<file path="config.mk">
export PLATFORM = sky130hd
export DESIGN_NAME = swap_stream_engine_flat
export DESIGN_NICKNAME = d
export VERILOG_FILES = /design/src/rtl/qft_pkg.sv /design/src/rtl/swap_stream_engine_if.sv /design/src/rtl/swap_stream_engine_perm.sv /design/src/rtl/swap_stream_engine.sv /design/src/flat_wrapper.sv
export SDC_FILE = /design/constraint.sdc
export NUM_CORES = 1
export LEC_CHECK = 0
export BUFFER_PORTS_ARGS = -buffer_cell sky130_fd_sc_hd__buf_4
export CAP_MARGIN = 20
export CORE_ASPECT_RATIO = 1.5
export CORE_MARGIN = 2
export CORE_UTILIZATION = 30
export CTS_CLUSTER_SIZE = 25
export DETAILED_ROUTE_END_ITERATION = 7
export GPL_ROUTABILITY_DRIVEN = 1
export GPL_TIMING_DRIVEN = 1
export REMOVE_ABC_BUFFERS = 1
export SYNTH_ARGS = -nofsm -noshare
export SYNTH_HDL_FRONTEND = slang
export SYNTH_SLANG_ARGS = --single-unit
</file>
<file path="constraint.sdc">
create_clock -name clk -period 5.6 [get_ports clk]
set_input_delay 1.12 -clock clk [delete_from_list [all_inputs] [get_ports clk]]
set_output_delay 1.12 -clock clk [all_outputs]
set_load 0.005 [all_outputs]
</file>
<file path="src/rtl/qft_pkg.sv">
// -----------------------------------------------------------------------------
// qft_pkg
// Shared definitions for the qubit-swap streaming engine:
//   - DEFAULT_DATA_W : default signed fixed-point width of one real/imag part,
//                      taken from `TOTAL_WIDTH (fixed_point_params.vh). A
//                      fallback of 16 applies when that header has not been
//                      pulled into the build.
//   - IDX_W          : width used by swap_bits (covers up to 8 index bits).
//   - swap_state_e   : LOAD / EMIT state encoding of the engine FSM.
//   - swap_bits()    : exchanges two bit positions of an amplitude index.
// No ports (package).
// -----------------------------------------------------------------------------
`ifndef TOTAL_WIDTH
`define TOTAL_WIDTH 16
`endif

package qft_pkg;

   localparam int DEFAULT_DATA_W = `TOTAL_WIDTH;
   localparam int MAX_QUBITS     = 6;
   localparam int IDX_W          = 8;

   typedef enum logic {
      ST_LOAD = 1'b0,
      ST_EMIT = 1'b1
   } swap_state_e;

   // Returns k with bit positions a and b exchanged. When a == b the result
   // is k itself, which gives the identity permutation for free.
   function automatic logic [IDX_W-1:0] swap_bits(
      input logic [IDX_W-1:0] k,
      input logic [2:0]       a,
      input logic [2:0]       b
   );
      logic [IDX_W-1:0] r;
      r    = k;
      r[a] = k[b];
      r[b] = k[a];
      return r;
   endfunction

endpackage

</file>
<file path="src/rtl/swap_stream_engine_if.sv">
// -----------------------------------------------------------------------------
// swap_stream_engine_if
// Amplitude stream bundle for swap_stream_engine.
//   in_valid / in_ready / in_r / in_i            : amplitude input stream
//   out_valid / out_ready / out_r / out_i / out_last : amplitude output stream
// Modports:
//   slave  : the engine (consumes the input stream, produces the output stream)
//   master : the surrounding logic / source-sink side
// Parameter DATA_W: signed width of each real and imaginary part.
// -----------------------------------------------------------------------------
interface swap_stream_engine_if
   import qft_pkg::*;
#(
   parameter int DATA_W = DEFAULT_DATA_W
);

   logic                     in_valid;
   logic                     in_ready;
   logic signed [DATA_W-1:0] in_r;
   logic signed [DATA_W-1:0] in_i;

   logic                     out_valid;
   logic                     out_ready;
   logic signed [DATA_W-1:0] out_r;
   logic signed [DATA_W-1:0] out_i;
   logic                     out_last;

   modport slave (
      input  in_valid, in_r, in_i, out_ready,
      output in_ready, out_valid, out_r, out_i, out_last
   );

   modport master (
      output in_valid, in_r, in_i, out_ready,
      input  in_ready, out_valid, out_r, out_i, out_last
   );

endinterface

</file>
<file path="src/rtl/swap_stream_engine_perm.sv">
// -----------------------------------------------------------------------------
// swap_index_perm
// Purely combinational index permutation: perm_k_o is k_i with bits qa_i and
// qb_i exchanged. An illegal selection raises sel_err_o and forces identity.
// Optional feature macro: SWAP_CTRL_EN -- adds qc_i; the swap is applied only
// to indices whose bit qc_i is 1 (Fredkin / controlled-SWAP), and qc_i out of
// range or equal to qa_i/qb_i is also illegal.
// Ports:
//   k_i       [NUM_QUBITS-1:0] amplitude index
//   qa_i,qb_i [SEL_W-1:0]      qubit positions to exchange
//   qc_i      [SEL_W-1:0]      control qubit (SWAP_CTRL_EN only)
//   perm_k_o  [NUM_QUBITS-1:0] permuted index
//   sel_err_o                  selection is illegal
// -----------------------------------------------------------------------------
module swap_index_perm
   import qft_pkg::*;
#(
   parameter int NUM_QUBITS = 3,
   parameter int SEL_W      = 2
) (
   input  logic [NUM_QUBITS-1:0] k_i,
   input  logic [SEL_W-1:0]      qa_i,
   input  logic [SEL_W-1:0]      qb_i,
`ifdef SWAP_CTRL_EN
   input  logic [SEL_W-1:0]      qc_i,
`endif
   output logic [NUM_QUBITS-1:0] perm_k_o,
   output logic                  sel_err_o
);

   logic [IDX_W-1:0] k_ext;
   logic [IDX_W-1:0] swapped_full;
   logic             do_swap;
   logic             unused_hi;

   assign k_ext        = IDX_W'(k_i);
   assign swapped_full = swap_bits(k_ext, 3'(qa_i), 3'(qb_i));

   // Upper bits of the fixed-width helper result are always zero-derived.
   assign unused_hi = |swapped_full[IDX_W-1:NUM_QUBITS];

   always_comb begin
      sel_err_o = (int'(qa_i) >= NUM_QUBITS) || (int'(qb_i) >= NUM_QUBITS);
`ifdef SWAP_CTRL_EN
      sel_err_o = sel_err_o || (int'(qc_i) >= NUM_QUBITS) ||
                  (qc_i == qa_i) || (qc_i == qb_i);
`endif
   end

   always_comb begin
      do_swap = !sel_err_o;
`ifdef SWAP_CTRL_EN
      // Controlled swap: only indices with the control bit set are exchanged.
      do_swap = do_swap && k_ext[3'(qc_i)];
`endif
   end

   assign perm_k_o = do_swap ? swapped_full[NUM_QUBITS-1:0] : k_i;

endmodule

</file>
<file path="src/rtl/swap_stream_engine.sv">
// -----------------------------------------------------------------------------
// swap_stream_engine
// Buffers one frame of 2^NUM_QUBITS complex amplitudes (LOAD), then replays it
// with the amplitude indices permuted by a qubit swap (EMIT). Load and emit do
// not overlap. Data passes bit-exact.
// Optional feature macro: SWAP_CTRL_EN -- adds qc_sel and turns the swap into
// a controlled swap (Fredkin).
// Ports:
//   clk            rising-edge clock
//   rst            synchronous active-high reset, priority over handshakes
//   qa_sel, qb_sel qubit indices to swap, latched on the first beat of a frame
//   qc_sel         control qubit index (SWAP_CTRL_EN only), latched likewise
//   cfg_err        one-cycle pulse after the first beat when the selection
//                  is illegal (frame is then emitted unpermuted)
//   bus            swap_stream_engine_if.slave: input and output streams
// -----------------------------------------------------------------------------
module swap_stream_engine
   import qft_pkg::*;
#(
   parameter  int NUM_QUBITS = 3,
   parameter  int DATA_W     = DEFAULT_DATA_W,
   localparam int SEL_W      = (NUM_QUBITS > 2) ? $clog2(NUM_QUBITS) : 1
) (
   input  logic                   clk,
   input  logic                   rst,
   input  logic [SEL_W-1:0]       qa_sel,
   input  logic [SEL_W-1:0]       qb_sel,
`ifdef SWAP_CTRL_EN
   input  logic [SEL_W-1:0]       qc_sel,
`endif
   output logic                   cfg_err,
   swap_stream_engine_if.slave    bus
);

   localparam int                    DEPTH  = 1 << NUM_QUBITS;
   localparam logic [NUM_QUBITS-1:0] LAST_K = NUM_QUBITS'(DEPTH - 1);

   swap_state_e           state_q, state_d;
   logic [NUM_QUBITS-1:0] k_q, k_d;
   logic [SEL_W-1:0]      qa_q, qb_q;
`ifdef SWAP_CTRL_EN
   logic [SEL_W-1:0]      qc_q;
`endif
   logic                  first_beat_q;

   logic                  in_ready_c;
   logic                  out_valid_c;
   logic                  out_last_c;
   logic                  in_acc;
   logic                  first_acc;
   logic [NUM_QUBITS-1:0] perm_k;
   logic                  sel_err;

   logic signed [DATA_W-1:0] buf_r [DEPTH];
   logic signed [DATA_W-1:0] buf_i [DEPTH];

   assign in_acc    = bus.in_valid & in_ready_c;
   assign first_acc = in_acc && (k_q == '0);

   // ---------------- FSM: next state and handshake outputs ----------------
   always_comb begin
      state_d     = state_q;
      k_d         = k_q;
      in_ready_c  = 1'b0;
      out_valid_c = 1'b0;
      out_last_c  = 1'b0;
      case (state_q)
         ST_LOAD: begin
            in_ready_c = 1'b1;
            if (bus.in_valid) begin
               k_d = k_q + 1'b1;
               if (k_q == LAST_K) begin
                  state_d = ST_EMIT;
                  k_d     = '0;
               end
            end
         end
         ST_EMIT: begin
            out_valid_c = 1'b1;
            out_last_c  = (k_q == LAST_K);
            if (bus.out_ready) begin
               k_d = k_q + 1'b1;
               if (k_q == LAST_K) begin
                  state_d = ST_LOAD;
                  k_d     = '0;
               end
            end
         end
         default: begin
            state_d = ST_LOAD;
            k_d     = '0;
         end
      endcase
   end

   // ---------------- FSM and selection registers ----------------
   always_ff @(posedge clk) begin
      if (rst) begin
         state_q      <= ST_LOAD;
         k_q          <= '0;
         first_beat_q <= 1'b0;
         qa_q         <= '0;
         qb_q         <= '0;
`ifdef SWAP_CTRL_EN
         qc_q         <= '0;
`endif
      end else begin
         state_q      <= state_d;
         k_q          <= k_d;
         first_beat_q <= first_acc;
         // Selection is frozen for the whole frame from its first beat.
         if (first_acc) begin
            qa_q <= qa_sel;
            qb_q <= qb_sel;
`ifdef SWAP_CTRL_EN
            qc_q <= qc_sel;
`endif
         end
      end
   end

   // ---------------- Frame buffer (no reset needed on contents) ----------------
   always_ff @(posedge clk) begin
      if (!rst && in_acc) begin
         buf_r[k_q] <= bus.in_r;
         buf_i[k_q] <= bus.in_i;
      end
   end

   // ---------------- Index permutation ----------------
   swap_index_perm #(
      .NUM_QUBITS (NUM_QUBITS),
      .SEL_W      (SEL_W)
   ) u_perm (
      .k_i       (k_q),
      .qa_i      (qa_q),
      .qb_i      (qb_q),
`ifdef SWAP_CTRL_EN
      .qc_i      (qc_q),
`endif
      .perm_k_o  (perm_k),
      .sel_err_o (sel_err)
   );

   // ---------------- Outputs ----------------
   assign bus.in_ready  = in_ready_c;
   assign bus.out_valid = out_valid_c;
   assign bus.out_last  = out_last_c;
   // Outputs read zero outside EMIT so the reset state is fully defined.
   assign bus.out_r     = (state_q == ST_EMIT) ? buf_r[perm_k] : '0;
   assign bus.out_i     = (state_q == ST_EMIT) ? buf_i[perm_k] : '0;
   // The latched selection is visible the cycle after the first beat.
   assign cfg_err       = first_beat_q & sel_err;

endmodule

</file>
<file path="src/flat_wrapper.sv">
// flat-port wrapper written by rule: the top's interface ports become plain ports
module swap_stream_engine_flat import qft_pkg::*;
#(
   parameter  int NUM_QUBITS = 3,
   parameter  int DATA_W     = DEFAULT_DATA_W,
   localparam int SEL_W      = (NUM_QUBITS > 2) ? $clog2(NUM_QUBITS) : 1
)
  (clk, rst, qa_sel, qb_sel, cfg_err, bus_in_valid, bus_in_r, bus_in_i, bus_out_ready, bus_in_ready, bus_out_valid, bus_out_r, bus_out_i, bus_out_last);
  swap_stream_engine_if #(.DATA_W(DATA_W)) bus_i ();
  input  logic clk;
  input  logic rst;
  input  logic [SEL_W-1:0] qa_sel;
  input  logic [SEL_W-1:0] qb_sel;
  output logic cfg_err;
  input wire logic [$bits(bus_i.in_valid)-1:0] bus_in_valid;
  input wire logic [$bits(bus_i.in_r)-1:0] bus_in_r;
  input wire logic [$bits(bus_i.in_i)-1:0] bus_in_i;
  input wire logic [$bits(bus_i.out_ready)-1:0] bus_out_ready;
  output wire logic [$bits(bus_i.in_ready)-1:0] bus_in_ready;
  output wire logic [$bits(bus_i.out_valid)-1:0] bus_out_valid;
  output wire logic [$bits(bus_i.out_r)-1:0] bus_out_r;
  output wire logic [$bits(bus_i.out_i)-1:0] bus_out_i;
  output wire logic [$bits(bus_i.out_last)-1:0] bus_out_last;
  assign bus_i.in_valid = bus_in_valid;
  assign bus_i.in_r = bus_in_r;
  assign bus_i.in_i = bus_in_i;
  assign bus_i.out_ready = bus_out_ready;
  assign bus_in_ready = bus_i.in_ready;
  assign bus_out_valid = bus_i.out_valid;
  assign bus_out_r = bus_i.out_r;
  assign bus_out_i = bus_i.out_i;
  assign bus_out_last = bus_i.out_last;
  swap_stream_engine #(.NUM_QUBITS(NUM_QUBITS), .DATA_W(DATA_W)) u_core (.clk(clk), .rst(rst), .qa_sel(qa_sel), .qb_sel(qb_sel), .cfg_err(cfg_err), .bus(bus_i));
endmodule
</file>
# Word level (Yosys, flattened, before mapping)

Memories as Yosys holds them, arrays and structs flattened.
Cells that the tools add are included.

Register bits after elaboration: 9
RAM bits: 256
Bits of input ports: 40
Output and inout port bits: 36
Word-level logic and storage cells: 55
Memories kept: 2

Add/subtract/negate cells: 1
Order comparisons: 6
Equality and inequality tests: 3
Multiplexer cells: 27
Bitwise logic cells: 3
Reduce and logical (&&, ||, !) cells: 8

Memories:

| memory       | words | bits a word | read ports | clocked after memory_dff | wr ports | line                     | text |
|---|---|---|---|---|---|---|---|
| u_core.buf_i | 8     | 16          | 1          | 0                        | 1        | swap_stream_engine.sv:55 | `logic signed [DATA_W-1:0] buf_i [DEPTH];` |
| u_core.buf_r | 8     | 16          | 1          | 0                        | 1        | swap_stream_engine.sv:54 | `logic signed [DATA_W-1:0] buf_r [DEPTH];` |

Operator list:

| operator                                                              | number |
|---|---|
| 16-bit 2-to-1 mux                                                     | 2 |
| 8-bit bitwise mux                                                     | 2 |
| 1-bit 2-to-1 mux                                                      | 13 |
| 3-bit 2-to-1 mux                                                      | 4 |
| 2-bit by 4-bit < comparator with 1-bit output, second input constant  | 2 |
| 3-bit one-hot mux with 2 select lines                                 | 1 |
| 1-bit binary-select mux with 2-bit select                             | 2 |
| 1-bit demux with 2-bit select                                         | 2 |
| 2-bit by 1-bit >= comparator with 1-bit output, second input constant | 2 |
| 2-bit >= comparator, second input constant                            | 2 |
| 1-bit logical AND                                                     | 4 |
| 2-bit inequality test, second input constant                          | 2 |
| 3-bit by 1-bit adder with 3-bit output, second input constant         | 1 |
| 3-bit equality test, second input constant                            | 1 |
| 3-bit logical NOT                                                     | 1 |
| 1-bit AND                                                             | 2 |
| 1-bit one-hot mux with 2 select lines                                 | 1 |
| 2-bit AND reduction                                                   | 1 |
| 1-bit logical NOT                                                     | 1 |
| 1-bit logical OR                                                      | 1 |
| 1-bit NOT                                                             | 1 |

# Logic depth before layout (Yosys ltp)

Gate-level depths: netlist (run 1).
An unclocked memory read counts as a cell.

Word-level depth: 9
Mapped depth: 9
Gate-level depth less buffers: 6

# Modules after synthesis

A second synthesis (run 1) with hierarchy kept.

Cells, all modules: 493
Area, all modules: 10476.3 um^2

Modules (own cells, without submodules):

| module             | instances | cells an instance | area an instance (um^2) | seq. area each (um^2) |
|---|---|---|---|---|
| swap_stream_engine | 1         | 458               | 10203.5                 | 7867.5 |
| swap_index_perm    | 1         | 35                | 272.8                   | 0.0 |

# Least setup slack after synthesis (run 1)

No wires, ideal clock.

Kind: input port to flip-flop
From: in rst
To: mem u_core.buf_i[1][0] (netlist bit) (enable)
Setup time: 0.461 ns
Arrival time: 3.762 ns
Required time: 5.139 ns
Setup slack: 1.377 ns
Stages: 4
Path buffers: 1
Cell sequence: clkbuf_1 nor2_1 nand2_1 nor3_1

Longest elaborated chain between the ends: 4

Ends and longest elaborated chain:

| item                                   | line                      | text |
|---|---|---|
| start: declaration                     | flat_wrapper.sv:11        | `input logic rst;` |
| 1-bit logical NOT                      | swap_stream_engine.sv:124 | `if (!rst && in_acc) begin` |
| 1-bit logical AND                      | swap_stream_engine.sv:124 |  |
| 1-bit 2-to-1 mux                       | swap_stream_engine.sv:124 |  |
| 1-bit 2-to-1 mux (not written as such) | swap_stream_engine.sv:126 | `buf_i[k_q] <= bus.in_i;` |
| end: declaration                       | swap_stream_engine.sv:55  |  |

Every way passes these cells.

# Final worst setup path (run 1)

From: reg u_core.qa_q[0]
To: out bus_out_i[15]

Longest elaborated chain between the ends: 9
Elaborated cells on any way between the ends: 14
Classes of those cells: order compare: 3; mux: 8; reduce/logical: 2; memory: 1

Ends and longest elaborated chain:

| item                                                                                                                                         | line                          | text |
|---|---|---|
| start: declaration                                                                                                                           | swap_stream_engine.sv:40      | `logic [SEL_W-1:0] qa_q, qb_q;` |
| start signal: assignment                                                                                                                     | swap_stream_engine.sv:113     | `qa_q <= qa_sel;` |
| 2-bit by 4-bit < comparator with 1-bit output (not written as such) / 2-bit by 1-bit >= comparator with 1-bit output (equally long branches) | qft_pkg.sv:37                 | `r[a] = k[b];` |
| 1-bit logical AND (not written as such)                                                                                                      | qft_pkg.sv:37                 |  |
| 1-bit 2-to-1 mux (not written as such)                                                                                                       | qft_pkg.sv:37                 |  |
| 1-bit demux with 2-bit select                                                                                                                | qft_pkg.sv:37                 |  |
| 8-bit bitwise mux                                                                                                                            | qft_pkg.sv:37                 |  |
| 8-bit bitwise mux                                                                                                                            | qft_pkg.sv:38                 | `r[b] = k[a];` |
| 3-bit 2-to-1 mux (*)                                                                                                                         | swap_stream_engine_perm.sv:58 | `assign perm_k_o = do_swap ? swapped_full[NUM_QUBITS-1:0] : k_i;` |
| memory read 8 x 16 bit (*)                                                                                                                   | --                            |  |
| 16-bit 2-to-1 mux (*)                                                                                                                        | swap_stream_engine.sv:151     | `assign bus.out_i = (state_q == ST_EMIT) ? buf_i[perm_k] : '0;` |
| end: declaration                                                                                                                             | flat_wrapper.sv:22            | `output wire logic [$bits(bus_i.out_i)-1:0] bus_out_i;` |

Every way passes the cells marked *; elsewhere a longest branch is shown, timed or not. The select of a mux whose other input is x is not followed.

==> metrics.txt, run 1 <==
initial DRC count 224; hold depth 2; Max VDD drop 187 uV; worst-case clock buffer depth 3; Post-CTS Setup Inserts 0; root buffer cell clkbuf_16; most common cell after layout, fill and taps aside edfxtp_1; # H-tree levels 1; Critical-path top delay cell and2_2; number of antenna violations at the first check in global routing 2; EDFF count, synth 256; Yosys cell types 37; final setup fails 0; fin area about 0.013 sq mm; multi-input logic area between 0.002 and 0.003 sq mm; Place WS 1460 ps; Initial Util a little under a third; core area 0.0357 sq mm; Async SR Flop Fraction 0%; unrepaired setup endpoints after global routing false; Post-Synthesis Cells around 600; hpwl dp 12000 um; worst skew pair latency 520 ps; Setup CP Type reg -> out; outcome finished, final reports clean; FF+latch area 0.00787 sq mm; Ports 76; Worst EP arrival between 3000 and 4000 ps; Max Freq approximately 220 MHz; CTS Buf Count 24; crit-path max cell delay slightly above 900 ps; crit share post-route 82.6%; max-slew violations 0; P&R area growth vs syn 18.5%; Layout fillers 3414; Synth Register Bits between 200 and 300; Cell Area, Synth 0.0108 sq mm; CTS Sinks between 200 and 300; Worst Hold Class reg -> reg; All-Layer GR Usage 11.0%; First-pass DRT Iterations 4; clock slew at reported path FFs 60 ps; post-layout util between 30% and 40%; critical path cell sequence nand2b_1 > nor3_1 > a2111oi_1 > and2_2 > a22o_1 > buf_4; Hold Vio Cnt, Final 0; Crit path required time 4480 ps; Ys Warns 0; Syn Area/Cell 18.0 sq um; layout cells sized above 1 20.7%; CTS tree built; DP Area between 0.01 and 0.015 sq mm; PwrDens 343 mW/mm^2; Worst setup SP type register; row cnt 85; ANT nets after route 0; IO buf count 75; vias in the first global route 5381; setup TNS 0 ps; R2R depth 7; Post-CTS Hold Buffers 0; routed vias/inst between 4 and 5; largest net degree at the start of global routing 55; die area about 0.038 sq mm; Final GP Congestion 0.717; GR Overflow Total 0; Die Height 237 um; final setup margin 976 ps; first-pass GRT wire length ~32000 um; Die Width 159 um; Via Count 5321; max-cap viol count 0; CP max FO 32; most frequent cells in the layout edfxtp_1 (256), mux2i_1 (198), buf_4 (85), a22o_1 (32), clkbuf_16 (25); fin nets 725; Worst Clk Skew 7.35 ps; DRT Wirelength 21300 um; leakage 0.00428 uW; DR WL/cell 18.1 um; total design power 4410 uW; Slew HR 36.0%; Tmin final 4620 ps; Worst-Margin Slew 960 ps; most used flip-flop cell after synthesis edfxtp_1; DR DRC count 0; sequential fraction of the synthesis area ~73%; crit end category primary output; Worst R2R Setup Slack roughly 3200 ps; CTS resizes 0
[cell families (layout without fill, tap and decap cells)]
family | after synthesis | after routing | share of synthesized area, %
flip-flops | 265 | 265 | 72.6
multiplexers | 198 | 198 | 18.3
AO/OA/AOI/OAI | 51 | 51 | 3.94
AND/OR/NAND/NOR | 43 | 43 | 1.92
buffers and inverters | 41 | 138 | 2.82
adder cells (fa/ha/maj) | 3 | 3 | 0.346
XOR/XNOR | 1 | 1 | 0.0808
other | 0 | 1 | 0
[flip-flops by register name, summed over array words and instances (netlist names)]
| name | count |
|---|---|
| u_core.buf_i | 128 |
| u_core.buf_r | 128 |
| u_core.k_q | 3 |
| u_core.qa_q | 2 |
| u_core.qb_q | 2 |
| u_core.first_beat_q | 1 |
| u_core.state_q | 1 |
[cell usage after synthesis (2+ instances only)]
library cell,n,share of area (%)
a22o_1,32,2.6
nor3b_1,2,0.14
edfxtp_1,256,71
clkbuf_1,5,0.17
nor2_1,19,0.66
ha_1,3,0.35
nor3_1,5,0.23
mux2i_1,198,18
a21oi_1,6,0.28
inv_2,2,0.069
and2_1,2,0.12
nand2_1,6,0.21
buf_2,10,0.46
inv_1,3,0.10
dfxtp_1,9,1.7
buf_4,6,0.42
nand2b_1,3,0.17
nand3_1,2,0.092
a32oi_1,2,0.16
buf_6,14,1.5
[routing by layer]
layer / global-route usage, % / up-vias / wire length [um]
met5: 0 / - / 16
met4: 3.77 / 2 / 466
met3: 1.79 / 29 / 833
met2: 19.6 / 90 / 10800
met1: 13.6 / 2675 / 9150
li1: - / 2525 / -
[power by group]
group	internal, uW	switching (uW)
clock network	1090	682
logic	193	226
registers	2200	14.1
total	3480	923
[critical path: cells and delay by family, from the launching register on]
family / cells / cell delay, ps
AND/OR/NAND/NOR: 3 / 1190
flip-flops: 1 / 610
buffers and inverters: 1 / 130
AO/OA/AOI/OAI: 2 / 1050
[through the flow]
stage	hold slack, ps	std cells
2_1_floorplan	539	566
3_3_place_gp	565	1132
3_5_place_dp	585	1134
4_1_cts	601	1177
5_1_grt	683	1178
6_report	592	1178
[final timing paths]
check	endpoint	startpoint
setup / recovery	bus_out_i[15]	u_core.qa_q[0]$_SDFFE_PP0P_
hold / removal	u_core.state_q$_SDFF_PP0_	u_core.state_q$_SDFF_PP0_
setup reg to reg	u_core.buf_r[1][1]$_DFFE_PP_	u_core.state_q$_SDFF_PP0_
hold reg to reg	u_core.state_q$_SDFF_PP0_	u_core.state_q$_SDFF_PP0_
[cell type report]
class	instances	share of cell area, %
diodes	1	0.0195
flip-flops and latches	265	61.3
clock inverters	17	1.95
clock buffers	26	4.90
inverters	5	0.146
repair buffers	90	5.68
well taps	478	4.66
multi-input cells	296	21.3
Note: power is estimated with default switching activity, not from simulation.
==> run 2: changes to the inputs <==
--- a/config.mk
+++ b/config.mk
@@ -5,6 +5,7 @@
 export SDC_FILE = /design/constraint.sdc
 export NUM_CORES = 1
 export LEC_CHECK = 0
+export ABC_AREA = 1
 export BUFFER_PORTS_ARGS = -buffer_cell sky130_fd_sc_hd__buf_4
 export CAP_MARGIN = 20
 export CORE_ASPECT_RATIO = 1.5
==> constraint.sdc (replaced) <==
create_clock -name clk -period 4 [get_ports clk]
set_input_delay 0.8 -clock clk [delete_from_list [all_inputs] [get_ports clk]]
set_output_delay 0.8 -clock clk [all_outputs]
set_load 0.005 [all_outputs]
==> run 2 against run 1 <==
Net effect: combinational power rose to 3.1 times the previous value; critical path depth grew 8; count of clock-buffer cells in the layout up 5; sequential power increased by 41%; largest cell class unchanged; largest power group unchanged.
==> metrics.txt, run 2 <==
CTS Sinks 265; hold depth 2; Slew HR 54.2%; Worst R2R Setup Slack 1810 ps; worst skew pair latency approximately 550 ps; Post-Synthesis Cells 1372; Layout fillers 4111; FF+latch area roughly 0.0079 sq mm; Async SR Flop Fraction 0%; post-layout util 35.1%; Die Width 171 um; Initial Util 30.2%; largest net degree at the start of global routing between 100 and 150; Max VDD drop 358 uV; P&R area growth vs syn 16.3%; IO buf count 75; Yosys cell types 19; Tmin final 3760 ps; EDFF count, synth 256; max-slew violations 0; DRT Wirelength 30400 um; share of the synthesized area in the top cell type approximately three fifths; Hold Vio Cnt, Final 0; unrepaired setup endpoints after global routing false; commonest cells in the synthesized netlist nand2_1 (511), inv_1 (265), edfxtp_1 (256); DP Area around 0.014 sq mm; DR DRC count 0; final setup fails 0; R2R depth 6; Ys Warns 0; max-cap viol count 0; post-route insts no fill 2004; GR Overflow Total 0; Cell Area, Synth around 0.013 sq mm; CTS Buf Count 26; First-pass DRT Iterations 6; # diodes 0; clock slew at reported path FFs 60 ps; sequential fraction of the synthesis area 62.4%; initial DRC count 514; crit share post-route between 90% and 100%; first-pass GRT wire length 47700 um; routed vias/inst roughly 4.5; Worst setup SP type register; die area 0.0437 sq mm; CP max FO 36; multi-input logic area 0.00341 sq mm; PwrDens approximately 460 mW/mm^2; core area around 0.042 sq mm; Post-CTS Hold Buffers 0; Max Freq 266 MHz; most common cell in the netlist nand2_1; leakage 0.00667 uW; crit end category primary output; ANT nets after route 0; CTS resizes 0; most used flip-flop cell after synthesis edfxtp_1; CTS tree built; root buffer cell clkbuf_16; Syn Area/Cell 9.18 sq um; final setup margin between 200 and 250 ps; Place WS 817 ps; layout cells sized above 1 11.0%; vias in the first global route 8952; most frequent cells in the layout nand2_1 (508), inv_1 (265), edfxtp_1 (256), nand4_1 (130), buf_4 (89); Largest regs u_core.buf_i: 128 flops, u_core.buf_r: 128 flops, u_core.k_q: 3 flops; Setup CP Type reg -> out; Worst Hold Class in -> reg; Die Height 255 um; Ports 76; Worst Clk Skew 8.36 ps; All-Layer GR Usage 14.1%; # H-tree levels 1; fin area roughly 0.015 sq mm; Worst-Margin Slew 686 ps; area leader, netlist edfxtp_1; Final GP Congestion 0.818; Synth Register Bits 265; outcome finished, final reports clean; most common cell after layout, fill and taps aside nand2_1; row cnt 92; Post-CTS Setup Inserts 0; Via Count between 9000 and 10000; Worst EP arrival 2960 ps; worst-case clock buffer depth 3; number of antenna violations at the first check in global routing 0; Crit path required time 3200 ps; fin nets 1463; Placed Cells 1956; largest cells by area after synthesis edfxtp_1 (61%), nand2_1 (15%), inv_1 (7.9%); DR WL/cell 15.2 um; hpwl dp 16900 um
run 2: logic make-up (layout without fill, tap and decap cells):
family	count (synthesis)	count (layout)	share of synthesized area [%]
AOI/OAI and AO/OA	52	52	2.18
adders and majority gates	3	3	0.298
buffers and inverters	348	416	11.4
DFF	265	265	62.4
and+or+nand+nor	704	704	23.7
run 2: final timing paths:
kind / from / end
worst max register to register: u_core.state_q$_SDFF_PP0_ / u_core.buf_r[0][12]$_DFFE_PP_
worst max-delay path: u_core.qa_q[1]$_SDFFE_PP0P_ / bus_out_r[1]
worst min-delay path: bus_out_ready / u_core.state_q$_SDFF_PP0_
worst min register to register: u_core.qa_q[0]$_SDFFE_PP0P_ / u_core.qa_q[0]$_SDFFE_PP0P_
run 2: layer usage:
metal  global-route usage [%]  share of wire (%)  vias to the layer above
met5                        0                  0                        -
met3                     2.03                4.7                       62
met4                     6.30                3.5                        0
met1                     15.8                 39                     4314
li1                         -                  -                     4488
met2                     26.1                 52                      234
run 2: area by class of cell:
class / instances / area share, %
tap: 564 / 4.81
inverter: 270 / 6.91
multi-input combinational: 759 / 23.3
timing repair buffer: 98 / 5.79
sequential: 265 / 53.7
clock buffer: 31 / 4.71
clock inverter: 17 / 0.820
run 2: metrics by stage:
stage | TNS, ps | hold WS [ps] | total power (uW)
detailed placement | 0 | 525 | 4460
finish | 0 | 446 | 6750
CTS | 0 | 426 | 6810
global route | 0 | 442 | 7070
global placement | 0 | 511 | 4450
floorplan | -108310 | 493 | 4060
run 2: report_power, final:
| part | internal [uW] | switching [uW] | leakage [uW] |
|---|---|---|---|
| registers | 3090 | 19.4 | 0.00239 |
| clock network | 1300 | 1050 | 0.000402 |
| logic | 406 | 881 | 0.00388 |
| total | 4800 | 1950 | 0.00667 |
run 2: worst max-delay path, stage by stage, from the launching register on:
cell     delay (ps)
dfxtp_1         410
inv_2            80
nand3_1         130
nand3_1         140
nand2_4         110
nand3_4         390
buf_12          350
nand2_1          70
nand2_1          40
nand2_1          60
nand2_1          60
nand2_1          50
nand2_1          50
nor2_1          270
buf_4           180
==> run 3: changes to the inputs <==
--- a/config.mk
+++ b/config.mk
@@ -6,13 +6,13 @@
 export NUM_CORES = 1
 export LEC_CHECK = 0
 export ABC_AREA = 1
-export BUFFER_PORTS_ARGS = -buffer_cell sky130_fd_sc_hd__buf_4
 export CAP_MARGIN = 20
 export CORE_ASPECT_RATIO = 1.5
 export CORE_MARGIN = 2
 export CORE_UTILIZATION = 30
 export CTS_CLUSTER_SIZE = 25
 export DETAILED_ROUTE_END_ITERATION = 7
+export DONT_BUFFER_PORTS = 1
 export GPL_ROUTABILITY_DRIVEN = 1
 export GPL_TIMING_DRIVEN = 1
 export REMOVE_ABC_BUFFERS = 1
==> run 3 against run 2 <==
Net effect: critical path depth fell by 2; non-clock buffer count fell by 73; flip-flop and latch count did not move; sequential power barely moved; register-to-register slack improved by 60 ps; core utilization fell by 1.7 points; worst hold slack got worse by 110 ps; count of clock-buffer cells in the layout fell by 3; die area did not move; clock power fell by 6%.
==> metrics.txt, run 3 (same netlist as run 2, synthesis figures left out) <==
Max Freq 274 MHz; GR Overflow Total 0; clock slew at reported path FFs 60 ps; worst skew pair latency 530 ps; CTS Sinks 265; # H-tree levels 1; max-cap viol count 0; Initial Util 30.2%; outcome finished, final reports clean; root buffer cell clkbuf_16; routing usage on met3 2.80%; Die Width roughly 170 um; largest net degree at the start of global routing between 70 and 80; layout cells sized above 1 5.45%; Crit path required time 3200 ps; ANT nets after route 0; most frequent cells in the layout nand2_1 (508), inv_1 (265), edfxtp_1 (256), nand4_1 (130), nor2_1 (43); vias in the first global route 8657; met2 GRT Util 25.4%; CP max FO 50; final hold slack 333 ps; CTS tree built; P&R area growth vs syn 10.8%; Final GP Congestion 0.793; row cnt 92; Setup CP Type reg -> out; Hold Vio Cnt, Final 0; most common cell after layout, fill and taps aside nand2_1; worst-case clock buffer depth 3; leakage 0.00622 uW; PwrDens 468 mW/mm^2; Layout fillers 4150; Worst setup SP type register; Worst EP arrival around 2900 ps; Ports 76; hpwl dp roughly 17000 um; crit end category primary output; DRT Wirelength 30100 um; initial DRC count 469; first-pass GRT wire length between 40000 and 50000 um; final setup fails 0; Via Count ~8700; routed vias/inst 4.53; Post-CTS Hold Buffers 0; unrepaired setup endpoints after global routing false; All-Layer GR Usage 13.9%; FF+latch area between 0.007 and 0.008 sq mm; Die Height roughly 250 um; core area roughly 0.042 sq mm; multi-input logic area 0.00341 sq mm; met1 usage about 16%; Tmin final roughly 3600 ps; Worst Clk Skew 9.33 ps; CP startpoint u_core.k_q[1]$_SDFFE_PP0P_; Post-CTS Setup Inserts 0; CTS Buf Count 24; post-layout util 33.4%; DR DRC count 0; Worst Hold Class in -> reg; Max VDD drop 284 uV; die area around 0.044 sq mm; reg-to-reg startpoint u_core.state_q$_SDFF_PP0_; Slew HR 43.7%; CTS resizes 0; Largest regs u_core.buf_i: 128 flops, u_core.buf_r: 128 flops, u_core.k_q: 3 flops; DR WL/cell 15.6 um; IO buf count 0; fin nets 1388; # diodes 0; Worst-Margin Slew 844 ps; Most Used Layer, Global Route met2; max-slew violations 0; number of antenna violations at the first check in global routing 0; crit share post-route 91.1%; hold path start rst; First-pass DRT Iterations 5
## run 3: cell types whose count changed in the layout (fill, tap and decap cells not counted), moves of 2 or more
cell	change
buf_4	-68
inv_6	-2
buf_12	-5
clkinv_1	+4
clkinv_2	-7
clkbuf_16	-2
## run 3: final timing paths
path | depth (start not counted) | slack [ps] | to
worst max-delay path | 12 | 350 | bus_out_i[2]
worst min-delay path | 1 | 330 | u_core.state_q$_SDFF_PP0_
worst max register to register | 6 | 1870 | u_core.buf_r[7][11]$_DFFE_PP_
worst min register to register | 2 | 550 | u_core.qa_q[1]$_SDFFE_PP0P_
## run 3: area by class of cell
cell class	instances	share of cell area (%)
Sequential cell	265	56.3
Timing Repair Buffer	25	1.70
Tap cell	564	5.05
Inverter	270	7.26
Multi-Input combinational cell	759	24.4
Clock buffer	28	4.56
Clock inverter	11	0.672
## run 3: routing by layer
| metal | wire (um) | vias up |
|---|---|---|
| met3 | 1730 | 50 |
| met4 | 877 | 0 |
| li1 | - | 4323 |
| met2 | 15300 | 187 |
| met1 | 12200 | 4155 |
| met5 | 0 | - |
## run 3: per-stage QoR
stage | cells | instance area (sq um) | TNS [ps] | setup slack, ps | total power, uW
finish | 1922 | 14000 | 0 | 355 | 6540
global route | 1922 | 14000 | 0 | 63.1 | 6840
CTS | 1922 | 14000 | 0 | 322 | 6580
detailed placement | 1883 | 13200 | 0 | 897 | 4380
global placement | 1883 | 13200 | 0 | 918 | 4370
floorplan | 1294 | 12200 | -108310 | -3380 | 4060
## run 3: worst max-delay path, cell delays in order, from the launching register on
cell and delay [ps]:
dfxtp_1 470, nand3_1 170, nand3_1 160, nand2_4 250
nand3_4 200, buf_4 500, nand2_1 120, nand2_1 90
nand2_1 50, nand2_1 60, nand2_1 50, nand2_1 90
nor2_1 90
## run 3: where the power goes
group | internal, uW | switching, uW
combinational | 359 | 841
clock | 1250 | 969
sequential | 3100 | 20.0
total | 4710 | 1830
